<file path="config.mk">
export PLATFORM = sky130hd
export DESIGN_NAME = fifo_wr_arbiter
export DESIGN_NICKNAME = d
export VERILOG_FILES = /design/src/rtl/fifo_arb_pkg.sv /design/src/rtl/rr_picker.sv /design/src/rtl/fifo_wr_arbiter.sv
export SDC_FILE = /design/constraint.sdc
export NUM_CORES = 1
export LEC_CHECK = 0
export CORE_UTILIZATION = 31
export DETAILED_ROUTE_END_ITERATION = 7
export GPL_ROUTABILITY_DRIVEN = 1
export GPL_TIMING_DRIVEN = 0
export PLACE_DENSITY = 0.77
export REMOVE_ABC_BUFFERS = 1
export SETUP_SLACK_MARGIN = 0.2
export SLEW_MARGIN = 20
export SYNTH_ARGS = -nofsm -noshare
export SYNTH_HDL_FRONTEND = slang
export SYNTH_SLANG_ARGS = --single-unit
</file>
<file path="constraint.sdc">
create_clock -name clk -period 1.5 [get_ports clk]
set_input_delay 0.15 -clock clk [delete_from_list [all_inputs] [get_ports clk]]
set_output_delay 0.15 -clock clk [all_outputs]
set_load 0.01 [all_outputs]
</file>
<file path="src/rtl/fifo_arb_pkg.sv">
// Shared types and helpers for the round-robin FIFO write arbiter.
package fifo_arb_pkg;

    typedef enum logic {
        IDLE  = 1'b0,
        BURST = 1'b1
    } arb_state_e;

    localparam int MAX_REQ = 16;

    function automatic logic [MAX_REQ-1:0] onehot(input logic [3:0] idx);
        logic [MAX_REQ-1:0] v;
        v      = '0;
        v[idx] = 1'b1;
        return v;
    endfunction

    // Counter must be able to hold the value MAX_BURST itself.
    function automatic int burst_cnt_width(input int max_burst);
        return $clog2(max_burst + 1);
    endfunction

endpackage

</file>
<file path="src/rtl/rr_picker.sv">
// Combinational round-robin search: first set request at or after rr_ptr, wrapping.
module rr_picker #(
    parameter int NUM_REQ = 4,
    parameter int PTR_W   = $clog2(NUM_REQ)
) (
    input  logic [NUM_REQ-1:0] req,
    input  logic [PTR_W-1:0]   rr_ptr,
    output logic               valid,
    output logic [PTR_W-1:0]   idx
);

    localparam int SUM_W = PTR_W + 1;

    logic [PTR_W-1:0] cand [NUM_REQ];

    genvar gi;
    for (gi = 0; gi < NUM_REQ; gi++) begin : g_cand
        logic [SUM_W-1:0] sum;
        assign sum = SUM_W'(rr_ptr) + SUM_W'(gi);
        assign cand[gi] = (sum >= SUM_W'(NUM_REQ)) ? PTR_W'(sum - SUM_W'(NUM_REQ))
                                                   : PTR_W'(sum);
    end

    // Scan from the farthest offset down so the nearest hit wins.
    always_comb begin
        valid = 1'b0;
        idx   = '0;
        for (int k = NUM_REQ - 1; k >= 0; k--) begin
            if (req[cand[k]]) begin
                valid = 1'b1;
                idx   = cand[k];
            end
        end
    end

endmodule

</file>
<file path="src/rtl/fifo_wr_arbiter.sv">
// Round-robin arbiter sharing one FIFO push port among NUM_REQ burst requesters.
module fifo_wr_arbiter
    import fifo_arb_pkg::*;
#(
    parameter int NUM_REQ   = 4,
    parameter int WIDTH     = 16,
    parameter int MAX_BURST = 4
) (
    input  logic                     clk,
    input  logic                     reset,
    input  logic [NUM_REQ-1:0]       req,
    input  logic [NUM_REQ*WIDTH-1:0] req_data,
    input  logic [NUM_REQ-1:0]       req_last,
    output logic [NUM_REQ-1:0]       ack,
    output logic [NUM_REQ-1:0]       gnt,
    output logic                     busy,
    input  logic                     flush_req,
    input  logic                     fifo_full,
    output logic                     fifo_push,
    output logic [WIDTH-1:0]         fifo_wdata,
    output logic                     fifo_flush
);

    localparam int PTR_W = $clog2(NUM_REQ);
    localparam int CNT_W = burst_cnt_width(MAX_BURST);

    arb_state_e       state_q, state_d;
    logic [PTR_W-1:0] owner_q, owner_d;
    logic [PTR_W-1:0] rr_ptr_q, rr_ptr_d;
    logic [CNT_W-1:0] burst_cnt_q, burst_cnt_d;
    logic [NUM_REQ-1:0] gnt_q, gnt_d;
    logic             busy_q, busy_d;

    logic [WIDTH-1:0] req_word [NUM_REQ];
    logic             pick_valid;
    logic [PTR_W-1:0] pick_idx;
    logic [PTR_W-1:0] owner_next;
    logic [CNT_W-1:0] cnt_inc;
    logic             push;

    genvar gi;
    for (gi = 0; gi < NUM_REQ; gi++) begin : g_split
        assign req_word[gi] = req_data[gi*WIDTH +: WIDTH];
    end

    rr_picker #(
        .NUM_REQ (NUM_REQ),
        .PTR_W   (PTR_W)
    ) u_picker (
        .req    (req),
        .rr_ptr (rr_ptr_q),
        .valid  (pick_valid),
        .idx    (pick_idx)
    );

    // Flush outranks everything, so it also masks the push strobe.
    assign push       = (state_q == BURST) & req[owner_q] & ~fifo_full & ~flush_req;
    assign cnt_inc    = burst_cnt_q + CNT_W'(1);
    assign owner_next = (owner_q == PTR_W'(NUM_REQ - 1)) ? '0 : owner_q + PTR_W'(1);

    assign fifo_push  = push;
    assign fifo_flush = flush_req;
    assign ack        = push ? NUM_REQ'(onehot(4'(owner_q))) : '0;
    assign fifo_wdata = (|gnt_q) ? req_word[owner_q] : '0;
    assign gnt        = gnt_q;
    assign busy       = busy_q;

    always_comb begin
        state_d     = state_q;
        owner_d     = owner_q;
        rr_ptr_d    = rr_ptr_q;
        burst_cnt_d = burst_cnt_q;
        gnt_d       = gnt_q;
        busy_d      = busy_q;
        case (state_q)
            IDLE: begin
                if (!flush_req && pick_valid) begin
                    state_d     = BURST;
                    owner_d     = pick_idx;
                    gnt_d       = NUM_REQ'(onehot(4'(pick_idx)));
                    busy_d      = 1'b1;
                    burst_cnt_d = '0;
                end
            end
            BURST: begin
                if (flush_req) begin
                    // rr_ptr is left alone so the flushed owner keeps its turn.
                    state_d     = IDLE;
                    gnt_d       = '0;
                    busy_d      = 1'b0;
                    burst_cnt_d = '0;
                end else if (push && (req_last[owner_q] || cnt_inc == CNT_W'(MAX_BURST))) begin
                    state_d     = IDLE;
                    rr_ptr_d    = owner_next;
                    gnt_d       = '0;
                    busy_d      = 1'b0;
                    burst_cnt_d = '0;
                end else if (push) begin
                    burst_cnt_d = cnt_inc;
                end else if (!req[owner_q]) begin
                    state_d     = IDLE;
                    rr_ptr_d    = owner_next;
                    gnt_d       = '0;
                    busy_d      = 1'b0;
                    burst_cnt_d = '0;
                end
            end
            default: begin
                state_d = IDLE;
                gnt_d   = '0;
                busy_d  = 1'b0;
            end
        endcase
    end

    always_ff @(posedge clk or posedge reset) begin
        if (reset) begin
            state_q     <= IDLE;
            owner_q     <= '0;
            rr_ptr_q    <= '0;
            burst_cnt_q <= '0;
            gnt_q       <= '0;
            busy_q      <= 1'b0;
        end else begin
            state_q     <= state_d;
            owner_q     <= owner_d;
            rr_ptr_q    <= rr_ptr_d;
            burst_cnt_q <= burst_cnt_d;
            gnt_q       <= gnt_d;
            busy_q      <= busy_d;
        end
    end

endmodule

</file>
# After elaboration in Yosys (flattened, before gate mapping)
# Index checks and enable logic that the tools add are counted.
totals:
  regBits: 13
  in_bits: 76
  output_inout_bits: 27
op_classes:
  addsub: 9
  n_lt_le_gt_ge: 14
  eq_ne: 8
  muxes: 61
  bitwise: 7
  n_reduce_logical: 11
ops:
  columns: ["cell", "count"]
  rows:
  - ["two-way mux 16 bit", 3]
  - ["binary-select mux 16 bit (select 2 bit)", 1]
  - ["two-way mux 2 bit", 12]
  - ["two-way mux 4 bit", 6]
  - ["two-way mux 1 bit", 22]
  - ["less-than comparator 2 x 3 -> 1 bit, second input constant", 5]
  - ["two-way mux 3 bit", 5]
  - ["binary-select mux 1 bit (select 2 bit)", 6]
  - [">= comparator 3 bit, second input constant", 4]
  - ["less-than comparator 2 x 5 -> 1 bit, second input constant", 2]
  - ["inequality test 4 x 3 -> 1 bit, second input constant", 2]
  - ["case mux 4 bit (2 select lines)", 1]
  - ["subtractor 2 x 1 -> 2 bit, second input constant", 4]
  - ["adder 2 x 2 -> 3 bit, second input constant", 2]
  - ["case mux 3 bit (2 select lines)", 1]
  - ["inequality test 5 x 4 -> 1 bit, second input constant", 1]
  - ["demux 1 bit (select 2 bit)", 2]
  - [">= comparator 2 x 1 -> 1 bit, second input constant", 2]
  - ["logical AND 1 bit", 4]
  - ["inequality test 2 x 1 -> 1 bit, second input constant", 2]
  - ["case mux 1 bit (2 select lines)", 2]
  - ["AND reduction 2 bit", 2]
  - ["AND reduction 4 bit", 1]
  - ["OR reduction 4 bit", 1]
  - ["13 further kinds", 17]

# Depth between registers and ports, before layout
logic_depth:
  depth_word: 15
  mapped_depth: 5
  mapped_depth_nobuf: 5

# Hierarchy
# A second synthesis with hierarchy kept.
hier_totals:
  hier_cells: 139
  hier_area_um2: 1530.2
modules_own_cells:
  columns: ["module", "n_inst", "cells_per_inst", "area_each_um2"]
  rows:
  - ["fifo_wr_arbiter", 1, 126, 1452.6]
  - ["rr_picker", 1, 13, 77.6]

# Worst setup path after synthesis
# No wires, ideal clock.
synth_timing:
  kind: "flip-flop to flip-flop"
  start: "register owner_q[0]"
  end: "register rr_ptr_q[0]"
  setup_ns: 0.128
  t_arrival_ns: 1.555
  t_required_ns: 1.372
  path_slack_ns: -0.183
  path_stages_with_launch: 6
  path_buffers: 1
  period_less_slack_ns: 1.683
  cell_sequence: "dfrtp_1 > buf_4 > mux2i_1 > o221ai_2 > o21ai_2 > mux2_1"
synth_via:
  elab_chain_len: 8
synth_lines:
  columns: ["item", "line", "rtl"]
  rows:
  - ["start, declared", "fifo_wr_arbiter.sv:28", "logic [PTR_W-1:0] owner_q, owner_d;"]
  - ["start signal, assigned", "fifo_wr_arbiter.sv:126", "owner_q <= owner_d;"]
  - ["binary-select mux 1 bit (select 2 bit)", "fifo_wr_arbiter.sv:57, fifo_wr_arbiter.sv:100", null]
  - ["two-way mux 1 bit (implied by the code)", "fifo_wr_arbiter.sv:57, fifo_wr_arbiter.sv:100", null]
  - ["bitwise AND 1 bit (3 in a row)", "fifo_wr_arbiter.sv:57", "assign push = (state_q == BURST) & req[owner_q] & ~fifo_full & ~flush_req;"]
  - ["logical AND 1 bit", "fifo_wr_arbiter.sv:92", "end else if (push && (req_last[owner_q] || cnt_inc == CNT_W'(MAX_BURST))) begin"]
  - ["inequality test 2 x 1 -> 1 bit (no line)", null, null]
  - ["AND reduction 4 bit (no line)", null, null]
  - ["end signal, assigned", "fifo_wr_arbiter.sv:127", "rr_ptr_q <= rr_ptr_d;"]
  - ["end, declared", "fifo_wr_arbiter.sv:29", "logic [PTR_W-1:0] rr_ptr_q, rr_ptr_d;"]
# Parallel ways exist; a longest one is shown, timed or not. The select of a mux whose other input is x is not followed.
# A chain may end at the register's enable or synchronous reset.

# Final worst setup path
layout_timing:
  start: "register owner_q[0]"
  end: "output ack[2]"
layout_via:
  elab_chain_len: 6
layout_lines:
  columns: ["item", "line", "rtl"]
  rows:
  - ["parallel branches: the longest is 5 deep, another holds less-than comparator 2 x 5 -> 1 bit", null, null]
  - ["two-way mux 4 bit (*)", "fifo_wr_arbiter.sv:63", "assign ack = push ? NUM_REQ'(onehot(4'(owner_q))) : '0;"]
  - ["end, declared", "fifo_wr_arbiter.sv:14", "output logic [NUM_REQ-1:0] ack,"]
# Mark *: on every way between the ends. The select of a mux whose other input is x is not followed.

==> load_flow_metrics.sql <==
INSERT INTO impl_metrics (metric_group, metric, value, unit) VALUES
('route', 'drt_iter0_drc', '44', ''),
('logic_synthesis', 'netlist_top_cells_count', 'sky130_fd_sc_hd__mux4_2 (17), sky130_fd_sc_hd__nor2b_1 (15), sky130_fd_sc_hd__dfrtp_1 (13)', ''),
('setup_path', 'path_cells', 'buf_16 -> mux4_2 -> buf_6 -> and3_4 -> buf_6', ''),
('logic_synthesis', 'yosysUniqueCellTypes', '41', ''),
('power', 'worst_ir_drop_vdd', '809', 'µV'),
('sta', 'fmaxAchievable', '0.539', 'GHz'),
('logic_synthesis', 'post_synth_main_area_contributors', 'sky130_fd_sc_hd__mux4_2 (27%), sky130_fd_sc_hd__dfrtp_1 (23%), sky130_fd_sc_hd__nor2b_1 (6.7%), sky130_fd_sc_hd__ha_1 (5.4%), sky130_fd_sc_hd__inv_1 (3.0%)', ''),
('clock_network', 'clock-root-buffer', 'sky130_fd_sc_hd__clkbuf_8', ''),
('logic_synthesis', 'synth_top_family_by_area', 'multiplexers', ''),
('clock_network', 'tritoncts', 'done', ''),
('sta', 'timing.setup.tns', '-8850', 'ps'),
('run_status', 'status', 'finished, violations left', ''),
('logic_synthesis', 'yosys-mux-area-fraction', '32.7', '%'),
('grt', 'initial_antenna_violation_count', '0', ''),
('clock_network', 'clk_pin_slew', '60', 'ps'),
('power', 'leakagePower', '1.24', 'nW'),
('logic_synthesis', 'post_synth_inst_count', '127', ''),
('setup_path', 'setup.worst_path.start_class', 'register', ''),
('final_layout', 'nNetsFinal', '330', ''),
('setup_path', 'critPathArrivalTime', '1700', 'ps'),
('grt', 'via_count_of_the_first_global_routing_pass', '1594', ''),
('clock_network', 'cts_max_path_buffers', '2', ''),
('logic_synthesis', 'post_synth_top_flop', 'sky130_fd_sc_hd__dfrtp_1', ''),
('route', 'detailed_routing_iterations_pass_1', '4', ''),
('route', 'postRouteWirelength', '4970', 'µm'),
('logic_synthesis', 'postSynthRegisterBits', '13', ''),
('power', 'p_seq_share', '14.0', '%'),
('sta', 'max_slew.worst_pin.slew', '528', 'ps'),
('power', 'powerDensity', '1550', 'nW/µm²'),
('floorplanning', 'total_die_area', '4780', 'µm²'),
('final_layout', 'filler_cell_count', '326', ''),
('route', 'routed_len_inst', '16.6', 'µm'),
('route', 'drtAntennaViolNets', '0', ''),
('sta', 'layout_min_cycle_time', '1850', 'ps'),
('floorplanning', 'core_box_area', '4350', 'µm²'),
('sta', 'fin_ws', '-354', 'ps'),
('logic_synthesis', 'mappedNetlistArea', '1400', 'µm²'),
('run_status', 'violations', 'negative setup slack', ''),
('route', 'number_of_vias_after_detailed_routing', '1557', ''),
('grt', 'global_route_wire_length_before_repair', '7850', 'µm'),
('floorplanning', 'dieWidth', '69.1', 'µm'),
('sta', 'skew', '1.75', 'ps'),
('clock_network', 'numCtsBuffers', '3', ''),
('placement', 'place.detailed.hpwl', '3340', 'µm'),
('clock_network', 'clock_sinks', '13', ''),
('sta', 'report.final.slew_viol_count', '0', ''),
('setup_path', 'crit_slowest_cell', 'sky130_fd_sc_hd__dfrtp_4', ''),
('setup_path', 'critPathMostFrequentCell', 'sky130_fd_sc_hd__buf_6', ''),
('floorplanning', 'io_pins', '103', ''),
('grt', 'maximum_number_of_pins_on_one_net_before_global_route_repair', '14', ''),
('setup_path', 'critPathRequiredTime', '1350', 'ps'),
('logic_synthesis', 'synth_area_leader_cell', 'sky130_fd_sc_hd__mux4_2', ''),
('placement', 'numPortBuffers', '102', ''),
('route', 'drcViolationCount', '0', ''),
('power', 'p_switching', '1.73', 'mW'),
('logic_synthesis', 'synth.avg_cell_area', '11.0', 'µm²'),
('power', 'power.clock.fraction', '7.3', '%'),
('setup_path', 'critPathKind', 'register to primary output', ''),
('power', 'p_comb_share', '78.7', '%'),
('placement', 'post-place-ws', '-1010', 'ps'),
('logic_synthesis', 'synth_top_cell_area_share', '27.4', '%'),
('power', 'power.share.switching', '38.2', '%'),
('floorplanning', 'die_height', '69.1', 'µm'),
('sta', 'setup_viol_count_final', '32', ''),
('logic_synthesis', 'synth-edff-count', '0', ''),
('logic_synthesis', 'post-synth-top-count-cell', 'sky130_fd_sc_hd__mux4_2', ''),
('grt', 'grt_use_total', '20.4', '%'),
('clock_network', 'worst_skew_late_latency', '250', 'ps'),
('clock_network', 'cts_max_level', '1', ''),
('power', 'cell_internal_pwr', '2.80', 'mW'),
('logic_synthesis', 'synth_fa_ha_area_share', '5.38', '%');
sequential cells by signal, indices dropped and copies added (netlist names):
| register | count |
|---|---|
| owner_q | 2 |
| state_q | 1 |
| rr_ptr_q | 2 |
| busy | 1 |
| burst_cnt_q | 3 |
| gnt | 4 |
final cells by class:
class	count	area (µm²)	share of cell area (%)
Sequential cell	13	333	11.4
Multi-Input combinational cell	98	1230	42.2
Timing Repair Buffer	121	1200	41.2
Inverter	11	41.3	1.42
Clock buffer	4	45.0	1.55
Tap cell	52	65.1	2.23
power groups by stage:
stage	Clock, mW	Combinational (mW)	Sequential [mW]
floorplan	0	1.28	0.737
global placement	0	2.07	0.806
detailed placement	0	2.32	0.819
CTS	0.332	3.00	0.629
global route	0.342	3.79	0.646
finish	0.329	3.56	0.635
cell families (layout without fill, tap and decap cells):
| family | Yosys count | in the layout |
|---|---|---|
| mux | 24 | 25 |
| compound gates | 25 | 25 |
| simple gates | 41 | 41 |
| buf+inv | 17 | 136 |
| fa+ha+maj | 6 | 6 |
| flops | 13 | 13 |
| xor+xnor | 1 | 1 |
metal layers:
metal  up-vias  track usage (%)  wire (µm)
met5         -                0          0
met2        65             37.6       2620
met4         0             6.58         61
met3         7             3.07        267
li1        729                -          -
met1       756             24.1       2020
worst paths after layout:
check / depth (start not counted) / slack (ps) / start / to
worst max-delay path: 5 / -350 / owner_q[0] / ack[2]
min in group clk: 3 / 510 / flush_req / owner_q[1]
worst min register to register: 1 / 550 / burst_cnt_q[2] / burst_cnt_q[2]
worst min-delay path: 2 / 230 / reset / busy
max in group asynchronous: 2 / 870 / reset / owner_q[1]
worst max register to register: 5 / -290 / owner_q[1] / rr_ptr_q[1]
stage by stage:
step                hold slack (ps)  utilization, %  power, mW  cells  cell area [µm²]
global route                    302            67.0       4.78    299             2920
floorplan                      27.0               -       2.02    121             1360
CTS                             240            62.8       3.96    296             2730
detailed placement              511            56.6       3.14    277             2460
finish                          233            67.0       4.53    299             2920
global placement                502            56.2       2.87    275             2450
repair_timing:
action / CTS / global route
hold endpoints to repair: 0 / 0
buffers inserted: 13 / 3
cloned: 2 / 0
setup endpoints to repair: 39 / 33
pin swaps: 8 / 4
gates resized for setup: 132 / 29
cell usage in the layout (no fill, tap or decap), drive strengths merged, types with 2 or more instances in the layout:
| master | instances |
|---|---|
| and3 | 4 |
| mux2 | 3 |
| nor2b | 15 |
| nand2 | 2 |
| dlygate4sd2 | 9 |
| mux2i | 4 |
| nand2b | 4 |
| o21ai | 5 |
| o22ai | 4 |
| ha | 6 |
| inv | 11 |
| nor4 | 2 |
| nor2 | 4 |
| buf | 40 |
| o21bai | 2 |
| and2b | 3 |
| o21a | 2 |
| a21oi | 2 |
| clkdlybuf4s50 | 72 |
| clkbuf | 4 |
| nor3 | 2 |
| mux4 | 18 |
| dfrtp | 13 |
critical path, delay by kind of cell (launching register included):
kind,cells,cell delay [ps]
DFF,1,530
muxes,1,330
buffers and inverters,3,430
and+or+nand+nor,1,160
(Power assumes the default switching activity.)
